`config.mk`:
```
export PLATFORM = sky130hd
export DESIGN_NAME = branch_flush_ctrl
export DESIGN_NICKNAME = d
export VERILOG_FILES = /design/src/rtl/branch_pkg.sv /design/src/rtl/oldest_first_arbiter.sv /design/src/rtl/branch_flush_ctrl.sv
export SDC_FILE = /design/constraint.sdc
export NUM_CORES = 1
export LEC_CHECK = 0
export BUFFER_PORTS_ARGS = -buffer_cell sky130_fd_sc_hd__clkbuf_2
export CORE_MARGIN = 10
export CORE_UTILIZATION = 40
export CTS_BUF_LIST = sky130_fd_sc_hd__clkbuf_4
export CTS_CLUSTER_DIAMETER = 50
export DETAILED_ROUTE_END_ITERATION = 12
export GPL_TIMING_DRIVEN = 0
export PLACE_DENSITY = 0.82
export SKIP_CTS_REPAIR_TIMING = 1
export SYNTH_ARGS = -nofsm -noshare
export SYNTH_HDL_FRONTEND = slang
export SYNTH_SLANG_ARGS = --single-unit
```
`constraint.sdc`:
```
create_clock -name clk -period 2.3 [get_ports clk]
set_input_delay 0.46 -clock clk [delete_from_list [all_inputs] [get_ports clk]]
set_output_delay 0.46 -clock clk [all_outputs]
set_load 0.005 [all_outputs]
```
`src/rtl/branch_pkg.sv`:
```
`default_nettype none
// ============================================================================
//  Module      : branch_pkg
//  Description : Shared types and default constants for the branch flush
//                controller and its oldest-first arbiter.
//  Revision    : 1.0 - initial release
// ============================================================================
package branch_pkg;

    // Controller states
    typedef enum logic [1:0] {
        IDLE     = 2'd0,
        FLUSH    = 2'd1,
        REDIRECT = 2'd2
    } bfc_state_t;

    // Default configuration
    localparam int unsigned c_NUM_BR_DEFAULT       = 4;
    localparam int unsigned c_PC_W_DEFAULT         = 32;
    localparam int unsigned c_FLUSH_CYCLES_DEFAULT = 2;

endpackage : branch_pkg
`default_nettype wire

```
`src/rtl/oldest_first_arbiter.sv`:
```
`default_nettype none
// ============================================================================
//  Module      : oldest_first_arbiter
//  Description : Combinational rotating-priority picker. Slot head_ptr has the
//                highest priority, then head_ptr+1, ... wrapping modulo
//                NUM_BR, so the grant is the requesting slot of smallest age.
//  Revision    : 1.0 - initial release
// ============================================================================
module oldest_first_arbiter
    import branch_pkg::*;
#(
    parameter int unsigned NUM_BR = c_NUM_BR_DEFAULT,
    parameter int unsigned IDX_W  = $clog2(NUM_BR)
) (
    input  logic [NUM_BR-1:0] i_req,
    input  logic [IDX_W-1:0]  i_head_ptr,
    output logic [IDX_W-1:0]  o_grant,
    output logic              o_any_grant
);

    logic [IDX_W-1:0] w_idx;

    // Scan from youngest to oldest so the last hit (oldest) overrides.
    // Index arithmetic wraps naturally because NUM_BR is a power of two.
    always_comb begin
        o_grant     = '0;
        o_any_grant = 1'b0;
        w_idx       = '0;
        for (int k = NUM_BR - 1; k >= 0; k--) begin
            w_idx = i_head_ptr + IDX_W'(k);
            if (i_req[w_idx]) begin
                o_grant     = w_idx;
                o_any_grant = 1'b1;
            end
        end
    end

endmodule : oldest_first_arbiter
`default_nettype wire

```
`src/rtl/branch_flush_ctrl.sv`:
```
`default_nettype none
// ============================================================================
//  Module      : branch_flush_ctrl
//  Description : Picks the oldest valid mispredicted branch among NUM_BR
//                resolved slots, holds flush for FLUSH_CYCLES cycles, then
//                offers a valid/ready redirect to fetch.
//                Optional macro BRANCH_FLUSH_STATS_EN adds a saturating
//                32-bit flush_count output.
//  Revision    : 1.0 - initial release
// ============================================================================
module branch_flush_ctrl
    import branch_pkg::*;
#(
    parameter int unsigned NUM_BR       = c_NUM_BR_DEFAULT,
    parameter int unsigned PC_W         = c_PC_W_DEFAULT,
    parameter int unsigned FLUSH_CYCLES = c_FLUSH_CYCLES_DEFAULT
) (
    input  logic                     clk,
    input  logic                     rst,
    input  logic [NUM_BR-1:0]        br_valid,
    input  logic [NUM_BR-1:0]        br_mispred,
    input  logic [NUM_BR*PC_W-1:0]   br_target,
    input  logic [$clog2(NUM_BR)-1:0] head_ptr,
    input  logic                     redirect_ready,
    output logic                     flush,
    output logic [$clog2(NUM_BR)-1:0] flush_slot,
    output logic                     redirect_valid,
    output logic [PC_W-1:0]          redirect_pc,
    output logic                     busy
`ifdef BRANCH_FLUSH_STATS_EN
    ,
    output logic [31:0]              flush_count
`endif
);

    localparam int unsigned c_IDX_W = $clog2(NUM_BR);
    localparam int unsigned c_CNT_W = $clog2(FLUSH_CYCLES + 1);

    localparam logic [1:0] c_ST_IDLE     = IDLE;
    localparam logic [1:0] c_ST_FLUSH    = FLUSH;
    localparam logic [1:0] c_ST_REDIRECT = REDIRECT;

    logic [1:0]         r_state;
    logic [c_CNT_W-1:0] r_cnt;
    logic [c_IDX_W-1:0] r_flush_slot;
    logic [PC_W-1:0]    r_redirect_pc;

    logic [NUM_BR-1:0]  w_cand;
    logic [c_IDX_W-1:0] w_grant;
    logic               w_any;
    logic               w_start;

    assign w_cand  = br_valid & br_mispred;
    assign w_start = (r_state == c_ST_IDLE) && w_any;

    oldest_first_arbiter #(
        .NUM_BR (NUM_BR),
        .IDX_W  (c_IDX_W)
    ) u_arb (
        .i_req       (w_cand),
        .i_head_ptr  (head_ptr),
        .o_grant     (w_grant),
        .o_any_grant (w_any)
    );

    // Flush/redirect sequencer; branch inputs only matter while idle.
    always_ff @(posedge clk) begin
        if (rst) begin
            r_state       <= c_ST_IDLE;
            r_cnt         <= '0;
            r_flush_slot  <= '0;
            r_redirect_pc <= '0;
        end else begin
            case (r_state)
                c_ST_IDLE: begin
                    if (w_any) begin
                        r_flush_slot  <= w_grant;
                        r_redirect_pc <= br_target[w_grant*PC_W +: PC_W];
                        r_cnt         <= c_CNT_W'(FLUSH_CYCLES - 1);
                        r_state       <= c_ST_FLUSH;
                    end
                end
                c_ST_FLUSH: begin
                    // Leaving at zero means the counter never underflows.
                    if (r_cnt == '0) begin
                        r_state <= c_ST_REDIRECT;
                    end else begin
                        r_cnt <= r_cnt - 1'b1;
                    end
                end
                c_ST_REDIRECT: begin
                    if (redirect_ready) begin
                        r_state <= c_ST_IDLE;
                    end
                end
                default: begin
                    r_state <= c_ST_IDLE;
                end
            endcase
        end
    end

    // Outputs are decodes of registered state only.
    assign flush          = (r_state == c_ST_FLUSH);
    assign redirect_valid = (r_state == c_ST_REDIRECT);
    assign busy           = (r_state != c_ST_IDLE);
    assign flush_slot     = r_flush_slot;
    assign redirect_pc    = r_redirect_pc;

`ifdef BRANCH_FLUSH_STATS_EN
    logic [31:0] r_flush_count;

    // Saturating count of flush sequences started.
    always_ff @(posedge clk) begin
        if (rst) begin
            r_flush_count <= '0;
        end else if (w_start && (r_flush_count != '1)) begin
            r_flush_count <= r_flush_count + 32'd1;
        end
    end

    assign flush_count = r_flush_count;
`else
    logic w_unused_start;
    assign w_unused_start = w_start;
`endif

endmodule : branch_flush_ctrl
`default_nettype wire

```
After elaboration in Yosys (flattened, before gate mapping):

Cells that the tools add are included.

* add/sub/neg operators: 4
* order comparisons: 4
* equality and inequality tests: 6
* shift-type cells: 1
* multiplexer cells: 22
* bitwise operators: 1
* reduce and logical (&&, ||, !) cells: 7

Operators with widths (number)
* 128-bit by 8-bit variable part select with 32-bit output: 1
* 2-bit 2-to-1 mux: 8
* 2-bit by 3-bit < comparator with 1-bit output, second input constant: 4
* 1-bit binary-select mux with 2-bit select: 4
* 1-bit 2-to-1 mux: 8
* 2-bit one-hot mux with 3 select lines: 1
* 3-bit AND reduction: 2
* 2-bit adder, second input constant: 2
* 4-bit AND: 1
* 2-bit logical NOT: 2
* 2-bit by 1-bit inequality test with 1-bit output, second input constant: 2
* 2-bit inequality test, second input constant: 2
* 2-bit one-hot mux with 2 select lines: 1
* 2-bit nonzero test: 2
* 2-bit by 1-bit adder with 2-bit output, second input constant: 1
* 2-bit by 1-bit equality test with 1-bit output, second input constant: 1
* 2-bit equality test, second input constant: 1
* 2-bit AND reduction: 1
* 2-bit by 1-bit subtractor with 2-bit output, second input constant: 1

* flip-flop bits (word level): 38
* input bits: 141
* output and inout bits: 37

Depth between registers and ports, before layout:

Gate-level depths: netlist of the first run.

* depth in word-level cells: 9
* mapped depth: 7

Hierarchy:

A second synthesis of the first run with hierarchy kept.

* cell total of the unflattened synthesis: 162
* area total of the unflattened synthesis: 2205.9 um^2

By module, submodules not included
* branch_flush_ctrl: times used 1, cells an instance 149, area each 2128.3 um^2, seq. area each 760.7 um^2
* oldest_first_arbiter: times used 1, cells an instance 13, area each 77.6 um^2, seq. area each 0.0 um^2

Least setup slack after synthesis of the first run:

No wires, ideal clock.

* kind: input to register
* from: input port br_valid[0]
* to: register r_redirect_pc[0], in the netlist redirect_pc[0]
* data arrival time: 1.618 ns
* slack: 0.545 ns
* stages on the path: 7
* path buffers: 2
* path through: nand2_1 or3_1 nand4_1 buf_6 buf_4 mux2i_1 o221ai_1

* longest elaborated chain between the ends: 8
* elaborated cells between the ends (all ways): 19

Ends and longest elaborated chain
* from (decl): RTL line branch_flush_ctrl.sv:20 `input logic [NUM_BR-1:0] br_valid,`
* 4-bit AND (*): RTL line branch_flush_ctrl.sv:53 `assign w_cand = br_valid & br_mispred;`
* 1-bit binary-select mux with 2-bit select: RTL line oldest_first_arbiter.sv:31 `if (i_req[w_idx]) begin`
* 1-bit 2-to-1 mux (implied by the code): RTL line oldest_first_arbiter.sv:31
* 2-bit 2-to-1 mux or 1-bit 2-to-1 mux (tied branches) (4 in a row): RTL line oldest_first_arbiter.sv:31
* 128-bit by 8-bit variable part select with 32-bit output or 2-bit AND reduction (tied branches)
* to (signal assigned): RTL line branch_flush_ctrl.sv:78 `r_redirect_pc <= br_target[w_grant*PC_W +: PC_W];`
* to (decl): RTL line branch_flush_ctrl.sv:46 `logic [PC_W-1:0] r_redirect_pc;`

Every way passes the cells marked *; elsewhere a longest branch is shown, timed or not. The select of a mux whose other input is x is not followed.
A chain may end at the register's enable or synchronous reset.

Final worst setup path of the first run:

* from: input port br_valid[3]
* to: register r_redirect_pc[4], in the netlist redirect_pc[4]

Same word-level chain as after synthesis.

==> results.cfg, run 1 <==
[critical_path]
reg2reg_depth = 6
cp-startpoint = br_valid[3]
reg2reg_from = r_state[1]
worst_setup_path_end_kind = register
timing.rr.end = redirect_pc[1]
cp_max_fo = 10
reg2reg_slack_ns = 0.59
cp.arrival_ns = 2.01
worst-setup-path-type = in -> reg
start_kind = input port
cp.required_ns = 2.51

[grt]
grt_pass1_vias = 2732
antenna_found_initial = 0
grt_max_degree = 12
grt_pass1_wl_um = 13200
overflow = 0
grt.total_usage_pct = 18.8

[timing]
holdWs_ns = 0.401
hold_viol_final = 0
finalMaxSlewViolations = 0
tightest_slew_ns = 0.616
fin_worst_skew_ns = 0.00471
period_minus_slack_ns = 1.80
finalSetupViolations = 0
fmax_mhz = 555
finalWorstSetupSlack_ns = 0.499
setup_tns_ns = 0
layout_worst_path_cycle_share_pct = 78.3
rsz0062_at_grt = false
slew_headroom_pct = 58.9

[logic_synthesis]
synth_compound_area_share_pct = 17.7
postSynthCellCount = 227
synth_xor_xnor_area_share_pct = 0
synthAdderAreaFrac_pct = 0.572
synthesis.area_sq_um = 2190
synthMuxAreaShare_pct = 29.3
ys_types = 27
synth_top_family_by_area = multiplexers
ys_ff_latch = 38
synth_warnings = 0
synth-simple-area-share_pct = 11.0
syn_nets = 369
ys_seq_area_share_pct = 34.8
syn_avg_cell_area_sq_um = 9.63

[placed_design]
hpwl_um = 7270
dp.cells = 473
gp_congestion = 0.857
numPortBuffers = 176
dp_slack_ns = 0.117

[route]
drt_iter0_drc = 65
vias = 2460
ant_nets = 0
viasPerCell = 5.11
drcViolationCount = 0
routedWlPerCell_um = 17.8
routed_wl_um = 8570
first_pass_iters = 4

[floorplan]
die_x_um = 93.9
ios = 178
coreArea_sq_um = 5200
rows = 26
die_area_sq_um = 8820
fp.dieH_um = 93.9
start_util_pct = 42.0

[finish]
post_route_cells_drive_above_1_share_pct = 47.7
multi_input_area_sq_um = 1280
num_antenna_cells = 0
areaGrowthSynthToFinish_pct = 46.5
final_common_cell = clkbuf_2
nNetsFinal = 552
fillers = 464
instances_no_fill = 481
final_cell_mix = clkbuf_2 (176), mux2i_1 (64), nand2_1 (41), dfxtp_1 (38), o221ai_1 (31)
seqCellArea_sq_um = 761

[clocking]
cts_max_path_buffers = 2
cts_tree = yes
cts_root_buffer = clkbuf_4
cts_max_level = 2
cts_buffers = 5
clkSinkCount = 38
clkTransAtPathRegs_ns = 0.11
worstSkewPairLatency_ns = 0.34

[power]
cellLeakagePower_nw = 1.83
ir_drop_mv = 0.293
p_per_area_nw_per_um2 = 562

[worst_hold_path]
holdPathStages = 4
min_to = r_state[1]
min_path_type = in -> reg
holdCritStartpoint = redirect_ready

[run_status]
status = finished clean

[job]
max_cap_viol_count = 0
-- worst max-delay path by stage --
stage	end	slack (ns)
after floorplan	redirect_pc[0]	0.54
after global placement	redirect_pc[18]	0.18
after detailed placement	redirect_pc[4]	0.12
after CTS	redirect_pc[4]	0.52
after global routing	redirect_pc[26]	0.41
final	redirect_pc[4]	0.50
-- logic make-up after synthesis --
family / count (synthesis)
AO/OA/AOI/OAI: 46
adder cells (fa/ha/maj): 1
buffers and inverters: 21
flip-flops: 38
multiplexers: 64
AND/OR/NAND/NOR: 57
-- where the power goes --
part	internal [W]	total, W	switching [W]
Combinational	0.000344	0.000671	0.000327
Sequential	0.000758	0.000808	0.0000500
Clock	0.000109	0.000322	0.000213
Total	0.00121	0.00180	0.000589
-- through the flow --
step	cell area [sq um]	power [W]	utilization (%)
after global placement	3150	0.00148	60.6
after global routing	3200	0.00192	61.5
after CTS	3200	0.00182	61.5
after floorplan	2190	0.00118	-
final	3200	0.00180	61.5
after detailed placement	3150	0.00150	60.6
-- registers in the layout (all words and copies together), names as in the netlist --
name / count
flush_slot: 2
redirect_pc: 32
r_state: 2
r_cnt: 2
-- cells in the mapped netlist --
library cell   n  area share, %
a21bo_2        1           0.46
a21oi_1        5            1.1
a22oi_1        2           0.69
a31o_4         1           0.80
a31oi_1        2           0.57
and2b_1        1           0.34
buf_1          3           0.52
buf_2          1           0.23
buf_4          3            1.0
buf_6          7            3.6
clkbuf_1       4           0.69
dfxtp_1       38             35
ha_1           1           0.57
inv_1          3           0.52
mux2i_1       64             29
nand2_1       41            7.0
nand2b_1       1           0.29
nand4_1        2           0.57
nor2_1         7            1.2
nor2b_1        2           0.57
o2111ai_1      1           0.40
o21a_1         1           0.34
o21ai_0        1           0.23
o221ai_1      31             12
o221ai_2       1           0.69
or2_4          1           0.40
or3_1          2           0.57
-- cell type report --
| cell class | instances | share of cell area [%] |
|---|---|---|
| Buffer | 18 | 4.14 |
| Clock buffer | 5 | 1.17 |
| Clock inverter | 3 | 0.352 |
| Inverter | 3 | 0.352 |
| Multi-Input combinational cell | 168 | 40.0 |
| Sequential cell | 38 | 23.8 |
| Tap cell | 70 | 2.73 |
| Timing Repair Buffer | 176 | 27.5 |
-- critical path, cell delays in order --
cell and delay [ns]:
clkbuf_2 0.09, a22oi_1 0.29, a31o_4 0.26, nor2_1 0.05
nand2_1 0.14, buf_1 0.50, o221ai_1 0.22
-- per-layer routing --
metal	up-vias	GRT usage (%)	share of wire (%)
met3	14	7.75	9.7
met1	1101	18.9	38
li1	1223	-	-
met4	0	5.70	1.9
met2	122	34.3	50
met5	-	0	0
Power figures use the tool's default switching activity.
==> run 2, diff against run 1 <==
- CORE_UTILIZATION: 40 -> 36
- PLACE_DENSITY: 0.82 -> 0.78
- clock period: 2.3 -> 1.5 ns (I/O delays scaled with it)
==> results.cfg, run 2 (same netlist as run 1, synthesis figures left out) <==
[finish]
final_common_cell = clkbuf_2
post_route_cells_drive_above_1_share_pct = 57.0
nNetsFinal = 555
instances_no_fill = 489
largest_reg_flops = 32
final_cell_mix = clkbuf_2 (178), mux2i_1 (64), nand2_1 (39), dfxtp_1 (37), o221ai_2 (27)
num_antenna_cells = 0
areaGrowthSynthToFinish_pct = 58.4
fin_util_pct = 58.5

[run_status]
violations = negative setup slack
status = finished, violations left

[timing]
period_minus_slack_ns = 1.65
tightest_slew_ns = 0.383
setup_tns_ns = -4.00
fin_worst_skew_ns = 0.00444
finalWorstSetupSlack_ns = -0.150
hold_viol_final = 0
finalMaxSlewViolations = 0
layout_worst_path_cycle_share_pct = 110
rsz0062_at_grt = true
slew_headroom_pct = 74.5
fmax_mhz = 606
finalSetupViolations = 32

[clocking]
cts_root_buffer = clkbuf_4
cts_tree = yes
clkSinkCount = 38
cts_max_path_buffers = 2
cts_max_level = 2
worstSkewPairLatency_ns = 0.33
clkTransAtPathRegs_ns = 0.11
cts_buffers = 5

[route]
routed_wl_um = 8690
ant_nets = 0
vias = 2512
viasPerCell = 5.14
drt_iter0_drc = 57
first_pass_iters = 4
routedWlPerCell_um = 17.8
drcViolationCount = 0

[critical_path]
reg2reg_slack_ns = -0.15
worst_setup_path_end_kind = register
start_kind = register
reg2reg_depth = 6
cp.required_ns = 1.76
cp_max_fo = 10
cp.arrival_ns = 1.91
worst-setup-path-type = reg -> reg

[placed_design]
dp.cells = 478
hpwl_um = 7180
dp_slack_ns = -0.580
gp_congestion = 0.780
numPortBuffers = 176

[floorplan]
die_area_sq_um = 9590
rows = 28
ios = 178
fp.dieH_um = 97.9
start_util_pct = 36.9
coreArea_sq_um = 5920
die_x_um = 97.9

[grt]
grt_max_degree = 12
grt_pass1_wl_um = 13700
antenna_found_initial = 0
grt_pass1_vias = 2803
grt.total_usage_pct = 17.2
overflow = 0

[worst_hold_path]
holdPathStages = 4
min_path_type = in -> reg

[power]
ir_drop_mv = 0.411
p_total_w = 0.00292
p_per_area_nw_per_um2 = 845
cellLeakagePower_nw = 1.91

[job]
max_cap_viol_count = 0
==> run 2: worst paths after layout <==
| kind | start | endpoint |
|---|---|---|
| worst min register to register | flush_slot[1] | flush_slot[1] |
| worst max-delay path | r_state[1] | redirect_pc[0] |
| worst max register to register | r_state[1] | redirect_pc[0] |
| worst min-delay path | redirect_ready | r_state[1] |
==> run 2: routing by layer <==
layer	up-vias	part of all wire, %	track usage (%)
met5	-	0	0
met3	17	9.1	6.98
met2	127	50	29.7
met4	0	2.1	5.15
li1	1227	-	-
met1	1141	39	18.7
==> run 2: area by class of cell <==
| cell class | count | area, sq um |
|---|---|---|
| buffer | 18 | 189 |
| clock buffer | 6 | 45.0 |
| clock inverter | 2 | 8.76 |
| fill | 531 | 2460 |
| inverter | 3 | 11.3 |
| multi-input combinational | 168 | 1450 |
| sequential | 38 | 762 |
| tap | 75 | 93.8 |
| timing repair buffer | 179 | 903 |
==> run 2: metrics by stage <==
stage	area, sq um	hold WS (ns)
finish	3460	0.255
global route	3460	0.257
detailed placement	3200	0.446
CTS	3260	0.245
global placement	3200	0.443
floorplan	2230	0.453
==> run 2: power breakdown <==
group / internal (W) / switching [W] / total, W
combinational: 0.000608 / 0.000562 / 0.00117
clock: 0.000194 / 0.000316 / 0.000511
sequential: 0.00116 / 0.0000802 / 0.00124
total: 0.00197 / 0.000958 / 0.00292
==> run 2: critical path: stages (launching register included) <==
cell and delay (ns):
dfxtp_2 0.34, or2_4 0.25, a31o_4 0.21, or3_1 0.32, buf_6 0.15, buf_12 0.14
o221ai_2 0.17
==> run 3, diff against run 2 <==
- CORE_UTILIZATION: 36 -> 37
- PLACE_DENSITY: 0.78 -> 0.89
- SETUP_SLACK_MARGIN: default -> 0.1
- SYNTH_HIERARCHICAL: default -> 1
==> results.cfg, run 3 <==
[critical_path]
cp_max_fo = 10
cp.required_ns = 1.75
cp_cell_sequence = clkbuf_2, and2_1, nor3b_1, a211oi_1, nor2_1, clkbuf_2, clkbuf_4, mux4_2, a22o_1
worst_setup_path_end_kind = register
start_kind = input port
slowest_delay_ns = 0.32
cp.arrival_ns = 1.91
slowest_stage = mux4_2
crit_top_cell = clkbuf_2
worst-setup-path-type = in -> reg

[route]
routedWlPerCell_um = 18.9
viasPerCell = 5.18
first_pass_iters = 4
drt_iter0_drc = 50
vias = 2208
ant_nets = 0
drcViolationCount = 0
routed_wl_um = 8050

[clocking]
cts_tree = yes
clkTransAtPathRegs_ns = 0.12
cts_root_buffer = clkbuf_4
cts_max_path_buffers = 2
clkSinkCount = 38
cts_max_level = 2
worstSkewPairLatency_ns = 0.34
cts_buffers = 5

[logic_synthesis]
postSynthCellCount = 162
synth_top_family_by_area = multiplexers
synthTopCellsByArea = dfxtp_1 (34%), mux4_2 (31%), a22o_1 (13%)
synth_top_area_share_pct = 34.5
synthAdderAreaFrac_pct = 0.567
yosys-top-cells-count = dfxtp_1 (38), a22o_1 (32), mux4_2 (30)
synth-edff-count = 0
yosys.cell_count.top_type = dfxtp_1
synth_xor_xnor_area_share_pct = 0
synthesis.area_sq_um = 2210
synth_compound_area_share_pct = 15.6
synthFlopType = dfxtp_1
syn_avg_cell_area_sq_um = 13.6
synth_warnings = 6
synthMuxAreaShare_pct = 34.9
syn_nets = 304
ys_types = 30
ys_ff_latch = 38
ys_seq_area_share_pct = 34.5
synth_top_area_cell = dfxtp_1
synthArstFlopShare_pct = 0
synth-simple-area-share_pct = 7.09

[floorplan]
ios = 178
coreArea_sq_um = 5850
die_x_um = 97.2
rows = 28
start_util_pct = 37.7
fp.dieH_um = 97.2
die_area_sq_um = 9450

[grt]
antenna_found_initial = 0
grt_pass1_wl_um = 12700
grt_pass1_vias = 2504
overflow = 0
grt_max_degree = 13
grt.total_usage_pct = 16.3

[timing]
finalWorstSetupSlack_ns = -0.157
period_minus_slack_ns = 1.66
fin_worst_skew_ns = 0.00827
tightest_slew_ns = 0.376
finalSetupViolations = 32
hold_viol_final = 0
rsz0062_at_grt = true
fmax_mhz = 604
layout_worst_path_cycle_share_pct = 110
slew_headroom_pct = 74.8
finalMaxSlewViolations = 0

[finish]
nNetsFinal = 492
seqCellArea_sq_um = 766
fillers = 511
final_common_cell = clkbuf_2
num_antenna_cells = 0
final_cell_mix = clkbuf_2 (176), dfxtp_1 (36), mux4_2 (32), a22o_1 (32), nor2_1 (8)
areaGrowthSynthToFinish_pct = 51.1
post_route_cells_drive_above_1_share_pct = 70.7
multi_input_area_sq_um = 1310
fin_util_pct = 57.0
largest_reg_flops = 32

[job]
max_cap_viol_count = 0

[power]
p_comb_share_pct = 39.5
p_sw_w = 0.000892
cellLeakagePower_nw = 1.64
p_total_w = 0.00293
ir_drop_mv = 0.425
swShare_pct = 30.4
seqPwrFrac_pct = 42.7
p_clk_share_pct = 17.8
p_per_area_nw_per_um2 = 879
internal_power_w = 0.00204

[placed_design]
gp_congestion = 0.803
hpwl_um = 6840
numPortBuffers = 176

[run_status]
violations = negative setup slack
status = finished, violations left

[worst_hold_path]
min_path_type = in -> reg
-- run 3: cell count changes in the layout (fill, tap and decap cells not counted), sizes merged, moves of 3 or more --
cell / delta
mux2i: -61
and2: +5
o221ai: -32
nand2: -38
mux4: +32
a22o: +32
a211oi: +3
-- run 3: worst paths after layout --
kind | end | startpoint | depth (start not counted) | slack (ns)
worst max register to register | redirect_pc[19] | r_state[0] | 5 | 0.02
worst max-delay path | redirect_pc[12] | br_valid[1] | 9 | -0.16
worst min-delay path | r_state[1] | redirect_ready | 3 | 0.24
worst min register to register | r_cnt[1] | r_cnt[1] | 2 | 0.49
-- run 3: cell type report --
cell class | instances | area share (%)
multi-input combinational | 105 | 39.4
clock inverter | 3 | 0.488
sequential | 38 | 23.0
buffer | 17 | 5.22
tap | 75 | 2.82
timing repair buffer | 181 | 27.7
clock buffer | 5 | 1.13
inverter | 2 | 0.225
-- run 3: power groups by stage --
stage | Clock, W | Sequential, W | Combinational (W)
floorplan | 0 | 0.00127 | 0.000641
finish | 0.000521 | 0.00125 | 0.00116
global route | 0.000579 | 0.00127 | 0.00127
global placement | 0 | 0.00126 | 0.00107
CTS | 0.000549 | 0.00125 | 0.00111
detailed placement | 0 | 0.00127 | 0.00111
-- run 3: cell families after synthesis --
family	Yosys count
mux	36
fa+ha+maj	1
buf+inv	19
simple gates	27
flops	38
compound gates	41
-- run 3: critical path, delay by kind of cell --
family / cells / cell delay (ns)
buf+inv: 3 / 0.57
simple gates: 3 / 0.47
compound gates: 2 / 0.26
mux: 1 / 0.32
-- run 3: routing by layer --
metal | GRT usage, % | routed length, um
met1 | 17.4 | 3090
met4 | 3.58 | 106
met3 | 7.04 | 749
met2 | 29.1 | 4100
met5 | 0 | 0
-- run 3: stage by stage --
step                      instance area [sq um]  std cells  setup WS [ns]  hold WS, ns  TNS, ns
final                                      3330        426         -0.157        0.236    -4.47
after global routing                       3330        426         -0.251        0.230    -7.25
after CTS                                  3250        421         -0.188        0.213    -4.75
after detailed placement                   3190        413         -0.566        0.464   -17.09
after global placement                     3190        413         -0.550        0.453   -16.23
after floorplan                            2220        162         -0.338        0.445    -9.96
